$ cat config.mk
export PLATFORM = sky130hd
export DESIGN_NAME = sf_camera_emitter
export DESIGN_NICKNAME = d
export VERILOG_FILES = /design/src/rtl/sf_camera_emitter_pkg.sv /design/src/rtl/sf_camera_word_feeder.sv /design/src/rtl/sf_camera_emitter.sv
export SDC_FILE = /design/constraint.sdc
export NUM_CORES = 1
export LEC_CHECK = 0
export BUFFER_PORTS_ARGS = -buffer_cell sky130_fd_sc_hd__buf_2
export CAP_MARGIN = 20
export CORE_MARGIN = 5
export CORE_UTILIZATION = 50
export CTS_BUF_LIST = sky130_fd_sc_hd__clkbuf_4 sky130_fd_sc_hd__clkbuf_8 sky130_fd_sc_hd__clkbuf_16
export CTS_CLUSTER_SIZE = 10
export DETAILED_ROUTE_END_ITERATION = 8
export PLACE_DENSITY = 0.69
export SKIP_CTS_REPAIR_TIMING = 1
export SYNTH_ARGS = -nofsm -noshare
export SYNTH_HDL_FRONTEND = slang
export SYNTH_HIERARCHICAL = 1
export SYNTH_SLANG_ARGS = --single-unit
$ cat constraint.sdc
create_clock -name clk -period 6 [get_ports clk]
set_clock_uncertainty 0.15 [all_clocks]
set_input_delay 1.8 -clock clk [delete_from_list [all_inputs] [get_ports clk]]
set_output_delay 1.8 -clock clk [all_outputs]
set_load 0.02 [all_outputs]
$ cat src/rtl/sf_camera_emitter_pkg.sv
// Shared types and sizing helpers for the camera emitter: FSM state encoding,
// bus widths and counter-width functions derived from the frame geometry.
package sf_camera_emitter_pkg;

    localparam int unsigned WORD_W  = 32;
    localparam int unsigned BYTE_W  = 8;
    localparam int unsigned SIZE_W  = 24;
    localparam int unsigned FRAME_W = 32;

    typedef enum logic [2:0] {
        ST_IDLE,
        ST_VBLANK,
        ST_ROW,
        ST_HBLANK,
        ST_FRAME_END
    } state_e;

    // Bits needed to count 0..n-1; never narrower than one bit.
    function automatic int unsigned cnt_w(input int unsigned n);
        return (n <= 2) ? 1 : $clog2(n);
    endfunction

    function automatic int unsigned pix_cnt_w(input int unsigned pixel_count);
        return cnt_w(pixel_count);
    endfunction

    function automatic int unsigned row_cnt_w(input int unsigned row_count);
        return cnt_w(row_count);
    endfunction

    function automatic int unsigned blank_cnt_w(input int unsigned hblank, input int unsigned vblank);
        return cnt_w((hblank > vblank) ? hblank : vblank);
    endfunction

endpackage

$ cat src/rtl/sf_camera_word_feeder.sv
// FIFO block consumer for the camera emitter: owns a FIFO block, keeps one
// prefetched word and hands out its bytes MSB first on request.
module sf_camera_word_feeder
    import sf_camera_emitter_pkg::*;
(
    input  logic              clk,
    input  logic              rst_n,
    input  logic              byte_req,
    output logic [BYTE_W-1:0] byte_data,
    output logic              byte_underrun,
    input  logic              i_rfifo_ready,
    output logic              o_rfifo_activate,
    output logic              o_rfifo_strobe,
    input  logic [WORD_W-1:0] i_rfifo_data,
    input  logic [SIZE_W-1:0] i_rfifo_size
);

    logic              active_q, active_d;
    logic [SIZE_W-1:0] size_q, size_d;
    logic [SIZE_W-1:0] count_q, count_d;
    logic              pf_valid_q, pf_valid_d;
    logic [WORD_W-1:0] pf_word_q, pf_word_d;
    logic [1:0]        byte_idx_q, byte_idx_d;
    logic              strobe;

    always_comb begin
        active_d   = active_q;
        size_d     = size_q;
        count_d    = count_q;
        pf_valid_d = pf_valid_q;
        pf_word_d  = pf_word_q;
        byte_idx_d = byte_idx_q;

        // Pop only into an empty prefetch, so pops are spaced a full word apart.
        strobe = active_q && !pf_valid_q && (count_q != size_q);

        if (!active_q) begin
            if (i_rfifo_ready) begin
                active_d = 1'b1;
                size_d   = i_rfifo_size;
                count_d  = '0;
            end
        end else if (count_q == size_q) begin
            active_d = 1'b0;
        end else if (strobe) begin
            count_d = count_q + 24'd1;
            if ((count_q + 24'd1) == size_q) begin
                active_d = 1'b0;
            end
        end

        if (strobe) begin
            pf_valid_d = 1'b1;
            pf_word_d  = i_rfifo_data;
        end else if (byte_req && pf_valid_q) begin
            byte_idx_d = byte_idx_q + 2'd1;
            if (byte_idx_q == 2'd3) begin
                pf_valid_d = 1'b0;
            end
        end

        byte_data = '0;
        if (pf_valid_q) begin
            case (byte_idx_q)
                2'd0:    byte_data = pf_word_q[31:24];
                2'd1:    byte_data = pf_word_q[23:16];
                2'd2:    byte_data = pf_word_q[15:8];
                default: byte_data = pf_word_q[7:0];
            endcase
        end
        byte_underrun = byte_req && !pf_valid_q;
    end

    always_ff @(posedge clk or negedge rst_n) begin
        if (!rst_n) begin
            active_q   <= 1'b0;
            size_q     <= '0;
            count_q    <= '0;
            pf_valid_q <= 1'b0;
            pf_word_q  <= '0;
            byte_idx_q <= '0;
        end else begin
            active_q   <= active_d;
            size_q     <= size_d;
            count_q    <= count_d;
            pf_valid_q <= pf_valid_d;
            pf_word_q  <= pf_word_d;
            byte_idx_q <= byte_idx_d;
        end
    end

    assign o_rfifo_activate = active_q;
    assign o_rfifo_strobe   = strobe;

endmodule

$ cat src/rtl/sf_camera_emitter.sv
// Parallel camera bus source: frame/row timing FSM, clk/2 pixel clock and
// frame counters, fed bytes by sf_camera_word_feeder.
module sf_camera_emitter
    import sf_camera_emitter_pkg::*;
#(
    parameter int unsigned PIXEL_COUNT = 8,
    parameter int unsigned ROW_COUNT   = 2,
    parameter int unsigned HBLANK      = 4,
    parameter int unsigned VBLANK      = 8
) (
    input  logic               clk,
    input  logic               rst,
    input  logic               i_enable,
    input  logic               i_reset_counts,
    output logic               o_busy,
    output logic               o_underrun,
    output logic [FRAME_W-1:0] o_frame_count,
    input  logic               i_rfifo_ready,
    output logic               o_rfifo_activate,
    output logic               o_rfifo_strobe,
    input  logic [WORD_W-1:0]  i_rfifo_data,
    input  logic [SIZE_W-1:0]  i_rfifo_size,
    output logic               o_pix_clk,
    output logic               o_vsync,
    output logic               o_hsync,
    output logic [BYTE_W-1:0]  o_pix_data
);

    localparam int unsigned PW = pix_cnt_w(PIXEL_COUNT);
    localparam int unsigned RW = row_cnt_w(ROW_COUNT);
    localparam int unsigned BW = blank_cnt_w(HBLANK, VBLANK);

    localparam logic [PW-1:0] PIX_LAST = PW'(PIXEL_COUNT - 1);
    localparam logic [RW-1:0] ROW_LAST = RW'(ROW_COUNT - 1);
    localparam logic [BW-1:0] HB_LAST  = BW'(HBLANK - 1);
    localparam logic [BW-1:0] VB_LAST  = BW'(VBLANK - 1);

    state_e             state_q, state_d;
    logic               pix_clk_q, pix_clk_d;
    logic [PW-1:0]      pix_cnt_q, pix_cnt_d;
    logic [RW-1:0]      row_cnt_q, row_cnt_d;
    logic [BW-1:0]      blank_cnt_q, blank_cnt_d;
    logic               vsync_q, vsync_d;
    logic               hsync_q, hsync_d;
    logic [BYTE_W-1:0]  pix_data_q, pix_data_d;
    logic               underrun_q, underrun_d;
    logic [FRAME_W-1:0] frame_cnt_q, frame_cnt_d;

    logic               tick;
    logic               byte_req;
    logic               frame_inc;
    logic [BYTE_W-1:0]  feed_byte;
    logic               feed_underrun;

    sf_camera_word_feeder u_feeder (
        .clk              (clk),
        .rst_n            (rst),
        .byte_req         (byte_req),
        .byte_data        (feed_byte),
        .byte_underrun    (feed_underrun),
        .i_rfifo_ready    (i_rfifo_ready),
        .o_rfifo_activate (o_rfifo_activate),
        .o_rfifo_strobe   (o_rfifo_strobe),
        .i_rfifo_data     (i_rfifo_data),
        .i_rfifo_size     (i_rfifo_size)
    );

    always_comb begin
        state_d     = state_q;
        pix_cnt_d   = pix_cnt_q;
        row_cnt_d   = row_cnt_q;
        blank_cnt_d = blank_cnt_q;
        vsync_d     = vsync_q;
        hsync_d     = hsync_q;
        pix_data_d  = pix_data_q;
        byte_req    = 1'b0;
        frame_inc   = 1'b0;

        // Every bus update happens on the pixel clock's falling edge.
        tick = (state_q != ST_IDLE) && pix_clk_q;

        case (state_q)
            ST_IDLE: begin
                if (i_enable) begin
                    state_d     = ST_VBLANK;
                    blank_cnt_d = '0;
                end
            end
            ST_VBLANK: begin
                if (tick) begin
                    if (blank_cnt_q == VB_LAST) begin
                        state_d   = ST_ROW;
                        pix_cnt_d = '0;
                        row_cnt_d = '0;
                        byte_req  = 1'b1;
                    end else begin
                        blank_cnt_d = blank_cnt_q + BW'(1);
                    end
                end
            end
            ST_ROW: begin
                if (tick) begin
                    if (pix_cnt_q != PIX_LAST) begin
                        pix_cnt_d = pix_cnt_q + PW'(1);
                        byte_req  = 1'b1;
                    end else if (row_cnt_q == ROW_LAST) begin
                        state_d = ST_FRAME_END;
                    end else begin
                        state_d     = ST_HBLANK;
                        row_cnt_d   = row_cnt_q + RW'(1);
                        blank_cnt_d = '0;
                    end
                end
            end
            ST_HBLANK: begin
                if (tick) begin
                    if (blank_cnt_q == HB_LAST) begin
                        state_d   = ST_ROW;
                        pix_cnt_d = '0;
                        byte_req  = 1'b1;
                    end else begin
                        blank_cnt_d = blank_cnt_q + BW'(1);
                    end
                end
            end
            ST_FRAME_END: begin
                // Lasts one clk on the pixel clock's rising half, so the
                // blank spacing between frames is exactly VBLANK periods.
                frame_inc   = 1'b1;
                blank_cnt_d = '0;
                state_d     = i_enable ? ST_VBLANK : ST_IDLE;
            end
            default: state_d = ST_IDLE;
        endcase

        if (tick) begin
            hsync_d    = byte_req;
            pix_data_d = byte_req ? feed_byte : '0;
            vsync_d    = (state_d == ST_ROW) || (state_d == ST_HBLANK);
        end

        pix_clk_d = ((state_q != ST_IDLE) && (state_d != ST_IDLE)) ? ~pix_clk_q : 1'b0;

        underrun_d  = i_reset_counts ? 1'b0 : (underrun_q | feed_underrun);
        frame_cnt_d = i_reset_counts ? '0 : (frame_cnt_q + FRAME_W'(frame_inc));
    end

    always_ff @(posedge clk or negedge rst) begin
        if (!rst) begin
            state_q     <= ST_IDLE;
            pix_clk_q   <= 1'b0;
            pix_cnt_q   <= '0;
            row_cnt_q   <= '0;
            blank_cnt_q <= '0;
            vsync_q     <= 1'b0;
            hsync_q     <= 1'b0;
            pix_data_q  <= '0;
            underrun_q  <= 1'b0;
            frame_cnt_q <= '0;
        end else begin
            state_q     <= state_d;
            pix_clk_q   <= pix_clk_d;
            pix_cnt_q   <= pix_cnt_d;
            row_cnt_q   <= row_cnt_d;
            blank_cnt_q <= blank_cnt_d;
            vsync_q     <= vsync_d;
            hsync_q     <= hsync_d;
            pix_data_q  <= pix_data_d;
            underrun_q  <= underrun_d;
            frame_cnt_q <= frame_cnt_d;
        end
    end

    assign o_busy        = (state_q != ST_IDLE);
    assign o_pix_clk     = pix_clk_q;
    assign o_vsync       = vsync_q;
    assign o_hsync       = hsync_q;
    assign o_pix_data    = pix_data_q;
    assign o_underrun    = underrun_q;
    assign o_frame_count = frame_cnt_q;

endmodule

==> impl_metrics.py, run 1 <==
metrics = {
    "power_and_ir_drop": {
        "leakagePower_nw": 4.00,
        "powerDensity_nw_per_um2": 373,
        "peakVddDrop_uv": 394,
        "power_mw": 3.16,
    },
    "sta": {
        "fmax_ghz": 0.243,
        "setup_viol": 0,
        "period_minus_slack_ns": 4.11,
        "fin_crit_sh_pct": 68.5,
        "slew_viol_final": 0,
        "hold_violations": 0,
        "slew_headroom_pct": 40.6,
        "tns_ns": 0,
        "rsz0062_at_grt": "false",
        "worst_pin_slew_ns": 0.888,
    },
    "cts": {
        "cts_root_buf": "clkbuf_16",
        "worst_skew_pair.late_latency_ns": 0.41,
        "htreeDepth": 4,
        "path_clk_slew_ns": 0.06,
        "cts_tree": "yes",
        "cts.sinks": 138,
        "cts_buffer_depth": 2,
        "numCtsBuffers": 17,
    },
    "final_layout": {
        "drive_gt1_share_pct": 19.0,
        "num_antenna_cells": 0,
        "syn_to_final_growth_pct": 15.7,
        "fin_nets": 964,
    },
    "min_path": {
        "min_path_type": "register to register",
        "min_path_cells": 2,
        "min_from": "u_feeder/pf_word_q[1]$_DFFE_PN0P_",
        "hold_end": "u_feeder/pf_word_q[1]$_DFFE_PN0P_",
    },
    "setup_path": {
        "regToRegStartpoint": "u_feeder/count_q[17]$_DFFE_PN0P_",
        "slowest_delay_ns": 0.45,
        "critPathKind": "register to primary output",
        "r2r_setup_slack_ns": 2.78,
        "cp_data_required_time_ns": 4.05,
        "crit_path_end_kind": "primary output",
        "arrival_ns": 2.16,
        "cp_slowest_cell": "dfrtp_1",
        "crit_chain": "xnor2_1, nand4b_1, nor4_1, a211o_1, inv_2, buf_2",
        "reg2reg_depth": 9,
        "rr_endpoint": "u_feeder/count_q[19]$_DFFE_PN0P_",
        "startpoint_type": "register",
        "crit_start": "u_feeder/count_q[17]$_DFFE_PN0P_",
        "critical_path.max_fanout": 8,
    },
    "yosys": {
        "synth_edf_count": 0,
        "async_flop_share_pct": 100,
        "synth_ff_type": "dfrtp_1",
        "synth-seq-area-share_pct": 47.1,
        "syn_area_per_cell_sq_um": 9.04,
        "syn_nets": 884,
        "netlist-cell-type-count": 60,
        "synth_area_sq_um": 7330,
        "ys_seq_elements": 138,
        "syn_inst": 811,
        "yosys_warnings": 6,
    },
    "routing": {
        "vias": 6079,
        "initialDrtViolationCount": 508,
        "drtAntennaViolNets": 0,
        "vias_per_cell": 5.59,
        "firstDrtPassIters": 5,
        "wirelength_mm": 17.0,
        "route.detailed.drc": 0,
        "detail_route.wl_per_cell_um": 15.6,
    },
    "placement": {
        "place_congestion": 0.913,
        "dp_hpwl_mm": 11.7,
        "portBuffers": 107,
    },
    "floorplan": {
        "die_area_sq_um": 17200,
        "rows": 44,
        "die_width_um": 131,
        "die_h_um": 131,
        "io_pins": 108,
        "start_util_pct": 50.6,
        "core-area_sq_um": 14500,
    },
    "run_status": {
        "outcome": "completed",
    },
    "grt": {
        "grt_usage_pct": 20.3,
        "grt_max_degree": 64,
        "grt_remaining_overflow": 0,
        "grt_antenna_before_repair": 0,
        "grt_pass1_wl_mm": 27.7,
        "grt_pass1_vias": 5629,
    },
    "run": {
        "maxCapViolations": 0,
    },
}
-- stage by stage --
step | utilization, % | cell area (sq um) | hold slack [ns] | setup slack (ns) | instances
floorplan | - | 7330 | 0.295 | 2.13 | 811
global placement | 54.6 | 7900 | 0.307 | 2.31 | 1056
detailed placement | 54.6 | 7900 | 0.313 | 2.33 | 1056
CTS | 58.6 | 8480 | 0.327 | 1.86 | 1087
global route | 58.6 | 8480 | 0.341 | 1.73 | 1087
finish | 58.6 | 8480 | 0.322 | 1.89 | 1087
-- state kept, by name (all words and copies together) (netlist names) --
| signal | flops |
|---|---|
| o_frame_count | 32 |
| u_feeder/pf_word_q | 32 |
| u_feeder/count_q | 24 |
| u_feeder/size_q | 24 |
| o_pix_data | 8 |
| blank_cnt_q | 3 |
| pix_cnt_q | 3 |
| state_q | 3 |
| u_feeder/byte_idx_q | 2 |
| o_hsync | 1 |
| o_pix_clk | 1 |
| o_underrun | 1 |
| o_vsync | 1 |
| row_cnt_q | 1 |
| u_feeder/o_rfifo_activate | 1 |
| u_feeder/pf_valid_q | 1 |
-- cell families (layout without fill, tap and decap cells) --
family	Yosys count	in the layout	share of synthesized area, %
buffers and inverters	65	157	4.10
AOI/OAI and AO/OA	131	131	11.4
DFF	138	138	47.1
muxes	13	13	1.95
and+or+nand+nor	394	394	26.5
xor gates and xnor gates	58	58	6.93
adders and majority gates	12	12	2.05
-- worst max-delay path by stage --
stage | slack (ns) | cells past startpoint | end
floorplan | 2.13 | 9 | o_rfifo_strobe
global placement | 2.31 | 6 | o_rfifo_strobe
detailed placement | 2.33 | 6 | o_rfifo_strobe
CTS | 1.86 | 6 | o_rfifo_strobe
global route | 1.73 | 6 | o_rfifo_strobe
finish | 1.89 | 6 | o_rfifo_strobe
-- power breakdown --
group / switching (mW) / total (mW) / internal [mW]
clock: 0.372 / 1.03 / 0.653
combinational: 0.497 / 0.831 / 0.334
sequential: 0.174 / 1.31 / 1.13
-- placed cells by master (no fill, tap or decap), types with 3 or more instances in the layout --
cell type,n
ha_1,12
buf_4,6
and3_1,10
and2_1,12
dfrtp_1,138
nor4_1,8
a21oi_1,30
buf_2,106
xnor2_1,36
a22o_1,8
clkinv_2,3
nand4_1,20
nor2_1,36
clkbuf_16,17
nor2b_1,7
clkbuf_4,5
nand2_1,211
nand2b_1,5
nand3_1,24
nor3_1,9
or4_1,12
nand4_2,3
or3_1,11
o31ai_1,19
mux2_2,10
o221ai_1,3
and4_1,7
o21ai_0,44
xor2_1,22
mux2i_1,3
a222oi_1,8
inv_1,12
-- synth_stat cells, types with 9 or more instances --
library cell	number	area share (%)
xor2_1	22	2.6
nand2_1	211	11
and2_1	12	1.0
buf_2	21	1.4
dfrtp_1	138	47
clkbuf_1	26	1.3
nand4_1	20	1.7
nor2_1	36	1.8
nand3_1	24	1.6
a21oi_1	30	2.0
o31ai_1	19	1.9
mux2_2	10	1.5
inv_1	12	0.61
o21ai_0	44	3.0
and3_1	10	0.85
ha_1	12	2.0
or3_1	11	0.94
or4_1	12	1.2
nor3_1	9	0.61
xnor2_1	36	4.3
-- critical path: cells and delay by family, from the launching register on --
family / cells / cell delay, ns
simple gates: 2 / 0.47
buf+inv: 2 / 0.20
xor+xnor: 1 / 0.36
compound gates: 1 / 0.26
flops: 1 / 0.45
-- metal layers --
layer	share of wire, %	track usage [%]
met1	46	28.8
met5	0	0
met2	47	31.2
met3	6.2	4.66
met4	1.0	5.93
-- cell type report --
type,instances,area (sq um)
clock buffer,24,490
clock inverter,7,92.6
fill,1296,6000
inverter,13,48.8
multi-input combinational,608,3580
sequential,138,3450
tap,184,230
timing repair buffer,113,587
Power figures use the tool's default switching activity.
==> run 2: changes to the inputs <==
Settings changed: PLACE_DENSITY 0.69 to 0.72.
Clock period 6 ns to 3.5 ns, I/O delays scaled along.
==> run 2 against run 1 <==
Die area unchanged. First-iteration DRC count increased by 10%. Via count up 2.4%. Count of clock-buffer cells in the layout down 4. Wire length increased by 4.7%. Global-route usage rose by 0.90 points. Register-to-register slack lost 2.2 ns. Largest power group unchanged.
==> impl_metrics.py, run 2 (synthesis results as in run 1) <==
metrics = {
    "grt": {
        "grt_remaining_overflow": 0,
        "grt_antenna_before_repair": 0,
        "grt_usage_pct": 21.2,
        "grt_pass1_wl_mm": 28.8,
        "grt_pass1_vias": 5789,
        "grt_max_degree": 56,
    },
    "sta": {
        "hold_violations": 0,
        "setup_viol": 0,
        "tns_ns": 0,
        "worst_pin_slew_ns": 0.960,
        "setup_slack_ns": 0.200,
        "period_minus_slack_ns": 3.30,
        "fmax_ghz": 0.303,
        "rsz0062_at_grt": "false",
        "slew_headroom_pct": 35.8,
        "slew_viol_final": 0,
        "fin_crit_sh_pct": 94.3,
    },
    "setup_path": {
        "startpoint_type": "register",
        "arrival_ns": 2.10,
        "critical_path.max_fanout": 7,
        "crit_path_end_kind": "primary output",
        "rr_endpoint": "o_frame_count[20]$_DFF_PN0_",
        "slowest_delay_ns": 0.48,
        "crit_chain": "xor2_1, nor4_1, and4_1, a211o_1, inv_2, buf_2",
        "cp.buffers_inverters": 2,
        "critPathKind": "register to primary output",
        "crit_family": "flip-flops",
        "r2r_setup_slack_ns": 0.58,
        "regToRegStartpoint": "state_q[2]$_DFF_PN0_",
        "reg2reg_depth": 8,
        "cp_slowest_cell": "dfrtp_1",
        "cp_data_required_time_ns": 2.30,
    },
    "final_layout": {
        "fin_nets": 969,
        "multi_input_area_sq_um": 3590,
        "final_common_cell": "nand2_1",
        "nFillCells": 1253,
        "instances_no_fill": 1093,
        "layout_common_cells": "nand2_1, dfrtp_1, buf_2, o21ai_0, nor2_1",
        "syn_to_final_growth_pct": 17.6,
        "fin_util_pct": 59.5,
        "drive_gt1_share_pct": 19.8,
        "regArea_sq_um": 3450,
        "num_antenna_cells": 0,
    },
    "cts": {
        "cts_buffer_depth": 2,
        "cts.sinks": 138,
        "numCtsBuffers": 17,
        "htreeDepth": 4,
        "path_clk_slew_ns": 0.06,
        "worst_skew_pair.late_latency_ns": 0.42,
        "cts_root_buf": "clkbuf_16",
        "cts_tree": "yes",
    },
    "power_and_ir_drop": {
        "powerDensity_nw_per_um2": 659,
        "leakagePower_nw": 4.06,
        "peakVddDrop_uv": 429,
    },
    "floorplan": {
        "die_area_sq_um": 17200,
        "core-area_sq_um": 14500,
        "die_width_um": 131,
        "die_h_um": 131,
        "rows": 44,
        "start_util_pct": 50.6,
        "io_pins": 108,
    },
    "routing": {
        "initialDrtViolationCount": 560,
        "wl_met3_mm": 1.09,
        "firstDrtPassIters": 5,
        "vias_per_cell": 5.69,
        "highest_layer": "met4",
        "drtAntennaViolNets": 0,
        "route.detailed.drc": 0,
        "detail_route.wl_per_cell_um": 16.2,
        "vias": 6223,
        "wirelength_mm": 17.7,
        "wl_met2_mm": 8.36,
        "wl_met1_mm": 8.00,
    },
    "min_path": {
        "min_path_type": "register to register",
        "hold_end": "u_feeder/pf_word_q[25]$_DFFE_PN0P_",
        "min_path_cells": 2,
        "min_from": "u_feeder/pf_word_q[25]$_DFFE_PN0P_",
    },
    "placement": {
        "place_congestion": 0.928,
        "dp_hpwl_mm": 12.0,
        "portBuffers": 107,
        "place_ws_ns": 0.569,
        "dp_cells": 1061,
    },
    "run_status": {
        "outcome": "completed",
    },
    "run": {
        "maxCapViolations": 0,
    },
}
run 2: changes by cell type in the layout (fill, tap and decap cells not counted), sizes merged:
cell      change
buf           +5
clkinvlp      +1
clkinv        +1
bufinv        +3
clkbuf        -4
run 2: layout make-up:
class,count,share of cell area [%]
Multi-Input combinational cell,608,41.7
Tap cell,184,2.67
Inverter,13,0.566
Clock inverter,12,2.26
Clock buffer,20,5.34
Sequential cell,138,40.1
Timing Repair Buffer,118,7.39
run 2: tightest hold or removal path, stage by stage, from the launching register on:
cell and delay (ns):
dfrtp_1 0.34, nand2_1 0.05, nand2_1 0.05
run 2: report_power, final:
part	leakage, nW	internal [mW]	switching (mW)
sequential	1.77	1.94	0.302
combinational	1.96	0.585	0.877
clock	0.323	1.31	0.671
run 2: stage by stage:
stage | total power, mW | instance area, sq um | hold slack [ns]
after floorplan | 3.26 | 7330 | 0.295
after global placement | 3.66 | 7950 | 0.307
after detailed placement | 3.70 | 7950 | 0.312
after CTS | 5.71 | 8610 | 0.326
after global routing | 6.03 | 8620 | 0.348
final | 5.68 | 8620 | 0.323
run 2: how the worst max path moves through the flow:
| stage | to | slack [ns] | startpoint | cells after the start |
|---|---|---|---|---|
| 3_3_place_gp | o_frame_count[22]$_DFF_PN0_ | 0.60 | state_q[2]$_DFF_PN0_ | 8 |
| 3_5_place_dp | u_feeder/count_q[12]$_DFFE_PN0P_ | 0.57 | i_rfifo_ready | 5 |
| 2_1_floorplan | o_rfifo_strobe | 0.38 | u_feeder/count_q[15]$_DFFE_PN0P_ | 9 |
| 6_report | o_rfifo_strobe | 0.20 | u_feeder/count_q[3]$_DFFE_PN0P_ | 6 |
| 5_1_grt | o_rfifo_strobe | 0.03 | u_feeder/count_q[18]$_DFFE_PN0P_ | 6 |
| 4_1_cts | o_rfifo_strobe | 0.11 | u_feeder/count_q[6]$_DFFE_PN0P_ | 6 |
run 2: layer usage:
metal | up-vias | GRT usage [%]
met5 | - | 0
met3 | 27 | 5.31
met2 | 184 | 32.6
met4 | 0 | 7.44
li1 | 3003 | -
met1 | 3009 | 29.3
